[config.mk]
export PLATFORM = sky130hd
export DESIGN_NAME = i2s_adc_rx
export DESIGN_NICKNAME = d
export VERILOG_FILES = /design/src/rtl/i2s_adc_rx.sv
export SDC_FILE = /design/constraint.sdc
export NUM_CORES = 1
export LEC_CHECK = 0
export CORE_MARGIN = 2
export CORE_UTILIZATION = 55
export CTS_CLUSTER_SIZE = 12
export DETAILED_ROUTE_END_ITERATION = 7
export HOLD_SLACK_MARGIN = 0.05
export PLACE_DENSITY = 0.81
export SETUP_SLACK_MARGIN = 0.4
export SKIP_LAST_GASP = 1
export SLEW_MARGIN = 20
export SYNTH_ARGS = -nofsm -noshare
export SYNTH_HDL_FRONTEND = slang
export SYNTH_SLANG_ARGS = --single-unit
export TNS_END_PERCENT = 20
[constraint.sdc]
create_clock -name Clk -period 4.7 [get_ports Clk]
set_clock_uncertainty 0.15 [all_clocks]
set_input_delay 0.94 -clock Clk [delete_from_list [all_inputs] [get_ports Clk]]
set_output_delay 0.94 -clock Clk [all_outputs]
set_load 0.02 [all_outputs]
[src/rtl/i2s_adc_rx.sv]
// I2S ADC receiver: oversamples the codec bit/word clocks on Clk, deframes
// left/right words and presents them as a pair with a valid/ready handshake.
module i2s_adc_rx #(
    parameter int DATA_W = 16
) (
    input  logic              Clk,
    input  logic              Reset,
    input  logic              AUD_BCLK,
    input  logic              AUD_ADCLRCK,
    input  logic              AUD_ADCDAT,
    input  logic              ready,
    input  logic              clr_ovr,
    output logic [DATA_W-1:0] LDATA_IN,
    output logic [DATA_W-1:0] RDATA_IN,
    output logic              valid,
    output logic              overrun,
    output logic              locked
);

    localparam int              CNT_W    = $clog2(DATA_W);
    localparam logic [CNT_W-1:0] LAST_BIT = CNT_W'(DATA_W - 1);

    typedef enum logic [1:0] {
        IDLE,
        SKIP,
        SHIFT,
        DONE
    } state_t;

    logic              bclk_s1_q, bclk_s2_q, bclk_h_q;
    logic              lrck_s1_q, lrck_s2_q, lrck_h_q;
    logic              dat_s1_q, dat_s2_q;

    state_t            state_q;
    logic [CNT_W-1:0]  cnt_q;
    logic [DATA_W-1:0] shift_q;
    logic [DATA_W-1:0] lstage_q;
    logic [DATA_W-1:0] rstage_q;
    logic              chan_q;
    logic              left_ok_q;
    logic              pair_q;
    logic              locked_q;

    logic [DATA_W-1:0] ldata_q;
    logic [DATA_W-1:0] rdata_q;
    logic              valid_q;
    logic              overrun_q;

    logic              bit_evt;
    logic              lr_edge;
    logic [DATA_W-1:0] word_d;

    // The LRCK history only advances on bit events, so a word-clock change
    // that lands between BCLK rises is still seen at the next rise.
    always_ff @(posedge Clk or posedge Reset) begin
        if (Reset) begin
            bclk_s1_q <= 1'b0;
            bclk_s2_q <= 1'b0;
            bclk_h_q  <= 1'b0;
            lrck_s1_q <= 1'b0;
            lrck_s2_q <= 1'b0;
            lrck_h_q  <= 1'b0;
            dat_s1_q  <= 1'b0;
            dat_s2_q  <= 1'b0;
        end else begin
            bclk_s1_q <= AUD_BCLK;
            bclk_s2_q <= bclk_s1_q;
            bclk_h_q  <= bclk_s2_q;
            lrck_s1_q <= AUD_ADCLRCK;
            lrck_s2_q <= lrck_s1_q;
            if (bit_evt) begin
                lrck_h_q <= lrck_s2_q;
            end
            dat_s1_q  <= AUD_ADCDAT;
            dat_s2_q  <= dat_s1_q;
        end
    end

    assign bit_evt = bclk_s2_q & ~bclk_h_q;
    assign lr_edge = bit_evt & (lrck_s2_q ^ lrck_h_q);
    assign word_d  = {shift_q[DATA_W-2:0], dat_s2_q};

    // A word-clock edge restarts framing from any state; a right word only
    // forms a pair if a complete left word was staged earlier in the frame.
    always_ff @(posedge Clk or posedge Reset) begin
        if (Reset) begin
            state_q   <= IDLE;
            cnt_q     <= '0;
            shift_q   <= '0;
            lstage_q  <= '0;
            rstage_q  <= '0;
            chan_q    <= 1'b0;
            left_ok_q <= 1'b0;
            pair_q    <= 1'b0;
            locked_q  <= 1'b0;
        end else begin
            pair_q <= 1'b0;
            if (lr_edge) begin
                state_q  <= SKIP;
                chan_q   <= lrck_s2_q;
                locked_q <= 1'b1;
                if (!lrck_s2_q) begin
                    left_ok_q <= 1'b0;
                end
            end else if (bit_evt) begin
                case (state_q)
                    SKIP: begin
                        state_q <= SHIFT;
                        cnt_q   <= '0;
                    end
                    SHIFT: begin
                        shift_q <= word_d;
                        cnt_q   <= cnt_q + CNT_W'(1);
                        if (cnt_q == LAST_BIT) begin
                            state_q <= DONE;
                            if (!chan_q) begin
                                lstage_q  <= word_d;
                                left_ok_q <= 1'b1;
                            end else begin
                                rstage_q  <= word_d;
                                pair_q    <= left_ok_q;
                                left_ok_q <= 1'b0;
                            end
                        end
                    end
                    default: begin
                        state_q <= state_q;
                    end
                endcase
            end
        end
    end

    // Output pair register: a completed pair loads when the slot is free or
    // being emptied this cycle, otherwise it is dropped and flagged.
    always_ff @(posedge Clk or posedge Reset) begin
        if (Reset) begin
            ldata_q   <= '0;
            rdata_q   <= '0;
            valid_q   <= 1'b0;
            overrun_q <= 1'b0;
        end else begin
            if (pair_q && valid_q && !ready) begin
                overrun_q <= 1'b1;
            end else if (clr_ovr) begin
                overrun_q <= 1'b0;
            end

            if (pair_q && (!valid_q || ready)) begin
                ldata_q <= lstage_q;
                rdata_q <= rstage_q;
                valid_q <= 1'b1;
            end else if (valid_q && ready) begin
                valid_q <= 1'b0;
            end
        end
    end

    assign LDATA_IN = ldata_q;
    assign RDATA_IN = rdata_q;
    assign valid    = valid_q;
    assign overrun  = overrun_q;
    assign locked   = locked_q;

endmodule
Word-level counts from Yosys, hierarchy flattened

Index checks and enable logic that the tools add are counted.

Register bits after elaboration: 99
Bits in latches: 0
RAM bits: 0
Bits in read-only memories: 0
Input port bits: 7
Output and inout bits: 35
Logic and storage cells: 73
Memories kept: 0

Add/sub/neg operators: 1
$mul: 0
Div/mod/pow operators: 0
$lt $le $gt $ge: 0
Eq/ne operators: 5
Shift-type cells: 0
Muxes and demuxes: 20
Bitwise logic cells: 6
Reduce and logical (&&, ||, !) cells: 20

Operators by type and width:

| cell                                                 | number |
|---|---|
| two-way mux 1 bit                                    | 15 |
| nonzero test 2 bit                                   | 6 |
| AND reduction 5 bit                                  | 2 |
| AND reduction 3 bit                                  | 3 |
| case mux 4 bit (2 select lines)                      | 1 |
| two-way mux 2 bit                                    | 3 |
| adder 4 x 1 -> 4 bit (second input constant)         | 1 |
| equality test 4 bit (second input constant)          | 1 |
| logical AND 1 bit                                    | 4 |
| case mux 2 bit (2 select lines)                      | 1 |
| AND reduction 4 bit                                  | 1 |
| != test 3 bit (second input constant)                | 1 |
| inverter 1 bit                                       | 3 |
| nonzero test 3 bit                                   | 1 |
| AND 1 bit                                            | 2 |
| equality test 2 x 1 -> 1 bit (second input constant) | 1 |
| equality test 2 bit (second input constant)          | 1 |
| logical NOT 1 bit                                    | 2 |
| != test 2 bit (second input constant)                | 1 |
| logical OR 1 bit                                     | 1 |
| XOR 1 bit                                            | 1 |

Depth between registers and ports, before layout

Depth after elaboration: 5
Depth in mapped cells: 7
Gate-level depth less buffers: 5

Worst setup path before layout

No wires, ideal clock.

Kind: input port to flip-flop
From: input port ready
To: register ldata_q[0], in the netlist LDATA_IN[0]
Setup time: 0.125 ns
Data arrival time: 1.946 ns
Data required time: 4.425 ns
Slack: 2.479 ns
Stages on the path: 4
Buffers on the path: 1
Cell sequence: nand2b_1 -> nand2_1 -> buf_1 -> mux2_2

Word-level cells in the longest chain between the ends: 2

RTL lines:

| element              | line | text |
|---|---|---|
| from (decl)          | 11   | `input logic ready,` |
| logical OR 1 bit     | 149  | `if (pair_q && (!valid_q \|\| ready)) begin` |
| logical AND 1 bit    | 149  |  |
| to (signal assigned) | 150  | `ldata_q <= lstage_q;` |
| to (decl)            | 44   | `logic [DATA_W-1:0] ldata_q;` |

No other way between the ends.
A chain may end at the register's enable or synchronous reset.

Worst setup path after layout

From: register state_q[0]
To: register rstage_q[9]

Word-level cells in the longest chain between the ends: 2

RTL lines:

| element                              | line | text |
|---|---|---|
| from (decl)                          | 34   | `state_t state_q;` |
| from (signal assigned)               | 127  | `state_q <= state_q;` |
| equality test 2 bit                  | 106  | `case (state_q)` |
| AND reduction 5 bit (no source line) | -    |  |
| to (signal assigned)                 | 120  | `rstage_q <= word_d;` |
| to (decl)                            | 38   | `logic [DATA_W-1:0] rstage_q;` |

No other way between the ends.

==> impl_metrics.py <==
metrics = {
    "run_status": {
        "outcome": "completed",
    },
    "cells_and_area": {
        "drive_gt1_frac": 0.361,
        "area_growth_pct": 17.3,
        "nNetsFinal": 297,
        "fin_area_sq_mm": 0.00446,
        "stdcell_count": 371,
        "post-route-util": 0.661,
        "fillers": 494,
        "regArea_sq_mm": 0.00248,
        "multiInputGateArea_sq_mm": 0.00124,
        "diodes": 0,
    },
    "drt": {
        "antenna_left": 0,
        "wl_per_cell_microns": 15.8,
        "dr.pass1.iters": 4,
        "vias": 2056,
        "first_iter_violations": 95,
        "wl_microns": 5860,
        "via_per_inst": 5.54,
        "post-route-drc-count": 0,
    },
    "place": {
        "dp_cells": 355,
        "port_buffers": 41,
        "gp_congestion": 0.736,
        "dp_slack_ns": 1.98,
        "dpl.hpwl_microns": 3840,
        "postPlaceCellArea_sq_mm": 0.00429,
    },
    "pwr": {
        "cellLeakagePower_uw": 0.00217,
        "peakVddDrop_v": 0.000225,
        "p_per_area_mw_per_mm2": 323,
    },
    "floorplan": {
        "num_io_pins": 42,
        "fp.dieW_microns": 87.2,
        "start_util": 0.563,
        "die_area_sq_mm": 0.00760,
        "rows": 30,
        "die_h_microns": 87.2,
        "core-area_sq_mm": 0.00676,
    },
    "synth": {
        "synth_top_family_by_area": "multiplexers",
        "syn_nets": 249,
        "syn_avg_cell_area_sq_um": 15.9,
        "netlist_area_sq_mm": 0.00381,
        "yosysSeqAreaShare": 0.651,
        "synth_top_area_frac": 0.651,
        "synth_cell_types": 35,
        "synth_area_leaders": "dfrtp_1 65%, mux2_2 24%, nor4_4 1.1%",
        "syn_inst": 239,
        "synth-simple-area-share": 0.0440,
        "synth-xor-area-share": 0.00230,
        "synth.ff_latch_count": 99,
        "yosysWarnings": 0,
        "synth_largest_area_cell": "dfrtp_1",
        "synthAdderAreaFrac": 0.00986,
        "synth_compound_area_frac": 0.0342,
        "muxShareOfSynthArea": 0.237,
    },
    "hold_path": {
        "hp-start": "bclk_s1_q$_DFF_PP0_",
        "hold_depth": 0,
        "min_path_type": "reg2reg",
        "worstHoldEndpoint": "bclk_s2_q$_DFF_PP0_",
    },
    "timing": {
        "slew_headroom": 0.278,
        "drv_slew": 0,
        "setup_slack_ns": 2.10,
        "fmax_ghz": 0.384,
        "worstMarginPinSlew_ns": 1.08,
        "period_share": 0.554,
        "hold_viol": 0,
        "period_needed_ns": 2.60,
        "final-setup-viol-count": 0,
        "rsz0062_at_grt": "false",
        "fin_setup_tns_ns": 0,
    },
    "clocking": {
        "cts_resized": 0,
        "cts_buffers": 9,
        "post_cts_buffers": 0,
        "cts-root-buf": "clkbuf_8",
        "cts_max_path_buffers": 2,
        "h-tree-depth": 3,
        "cts_tree": "built",
        "clock-sinks": 99,
        "clkTransAtPathRegs_ns": 0.08,
        "clk_latency_ns": 0.36,
        "cts_hold_buf": 0,
    },
    "critical_path": {
        "worst_ep_arrival_time_ns": 2.70,
        "rr_endpoint": "rstage_q[9]$_DFFE_PP0P_",
        "end_kind": "flip-flop",
        "slowest_stage": "nor4_4",
        "path_class": "reg2reg",
        "reg2reg_from": "state_q[0]$_DFFE_PP0P_",
        "cp.required_ns": 4.79,
        "critPathMaxStageDelay_ns": 0.91,
        "r2r_cells": 5,
        "cp_cell_sequence": "inv_1 -> ha_1 -> nand3b_2 -> nor4_4 -> mux2_2",
        "r2r_setup_slack_ns": 2.10,
        "start_kind": "flip-flop",
        "crit_fanout": 17,
    },
    "global_route": {
        "grt_max_degree": 74,
        "antenna_found_initial": 0,
        "gr-usage-all-layers": 0.177,
        "grt-ovfl-total": 0,
        "grt_pass1_vias": 2152,
        "grt_pass1_wl_microns": 10200,
    },
    "run": {
        "maxCapViolCount": 0,
    },
}
==> cells by family after synthesis <==
kind of cell,Yosys count
multiplexers,80
XOR/XNOR,1
AO/OA/AOI/OAI,17
AND/OR/NAND/NOR,23
buffers and inverters,16
adder cells (fa/ha/maj),3
flip-flops,99
==> flip-flops by register name (all words and copies together), names as in the netlist, 2 cells and up <==
register,cells
LDATA_IN,16
RDATA_IN,16
lstage_q,16
rstage_q,16
shift_q,15
cnt_q,4
state_q,2
==> worst max path at each step <==
stage | startpoint | end | slack [ns] | depth (start not counted)
after floorplan | Reset | LDATA_IN[0]$_DFFE_PP0P_ | 1.02 | 1
after global placement | ready | LDATA_IN[5]$_DFFE_PP0P_ | 2.09 | 5
after detailed placement | state_q[0]$_DFFE_PP0P_ | lstage_q[5]$_DFFE_PP0P_ | 1.98 | 5
after CTS | state_q[0]$_DFFE_PP0P_ | lstage_q[8]$_DFFE_PP0P_ | 1.98 | 5
after global routing | state_q[0]$_DFFE_PP0P_ | rstage_q[13]$_DFFE_PP0P_ | 1.93 | 5
final | state_q[0]$_DFFE_PP0P_ | rstage_q[9]$_DFFE_PP0P_ | 2.10 | 5
==> cell type report <==
type                            count  area share
Timing Repair Buffer               45       0.100
Multi-Input combinational cell    124       0.279
Inverter                            8     0.00729
Clock inverter                      2     0.00280
Clock buffer                       13      0.0334
Sequential cell                    99       0.555
Tap cell                           80      0.0224
==> routing by layer <==
metal / track usage / wire length, microns / vias to the layer above
met4: 0.0545 / 82 / 0
met1: 0.242 / 2750 / 1056
met3: 0.0616 / 222 / 8
met5: 0 / 0 / -
met2: 0.271 / 2810 / 40
li1: - / - / 952
==> synth_stat cells <==
cell,count
a2111oi_0,1
a211oi_1,1
nor4_4,2
o21a_1,1
nor2b_1,1
or3_2,1
o211ai_1,1
a22o_1,1
nand2_1,4
nand2b_1,3
a221oi_1,1
nand3_1,2
xor2_1,1
ha_1,3
a21oi_1,1
o22ai_1,2
nor2_1,2
buf_1,3
nand3b_1,4
nand4_1,1
a22o_2,1
o21ai_0,2
nand3b_2,1
clkbuf_2,1
dfrtp_1,99
inv_1,8
and2_2,1
nor3_1,1
mux2_2,80
a21o_2,2
o31ai_1,1
buf_4,2
a221o_1,1
buf_6,2
a2bb2oi_1,1
==> through the flow <==
stage	hold WS [ns]	power [uW]
floorplan	0.181	972
global placement	0.182	988
detailed placement	0.185	992
CTS	0.206	1460
global route	0.213	1510
finish	0.204	1440
==> critical path: cells and delay by family (launching register included) <==
family / cells / cell delay (ns)
buffers and inverters: 1 / 0.09
DFF: 1 / 0.42
adders and majority gates: 1 / 0.30
muxes: 1 / 0.42
and+or+nand+nor: 2 / 1.10
==> cells in the final DEF, fill, tap and decap left out, drive strengths merged, types with 2 or more instances in the layout <==
| master | count |
|---|---|
| nand3b | 5 |
| buf | 4 |
| ha | 3 |
| a22o | 2 |
| o22ai | 2 |
| nor2 | 2 |
| inv | 8 |
| dfrtp | 99 |
| nand2 | 4 |
| clkdlybuf4s50 | 41 |
| mux2 | 80 |
| o21ai | 2 |
| nor4 | 2 |
| clkbuf | 13 |
| nand2b | 3 |
| nand3 | 2 |
| a21o | 2 |
==> power by group <==
part | internal (uW) | total [uW] | switching [uW]
combinational | 34.6 | 83.1 | 48.5
clock | 204 | 468 | 264
sequential | 872 | 890 | 18.5
total | 1110 | 1440 | 331
Power figures use the tool's default switching activity.
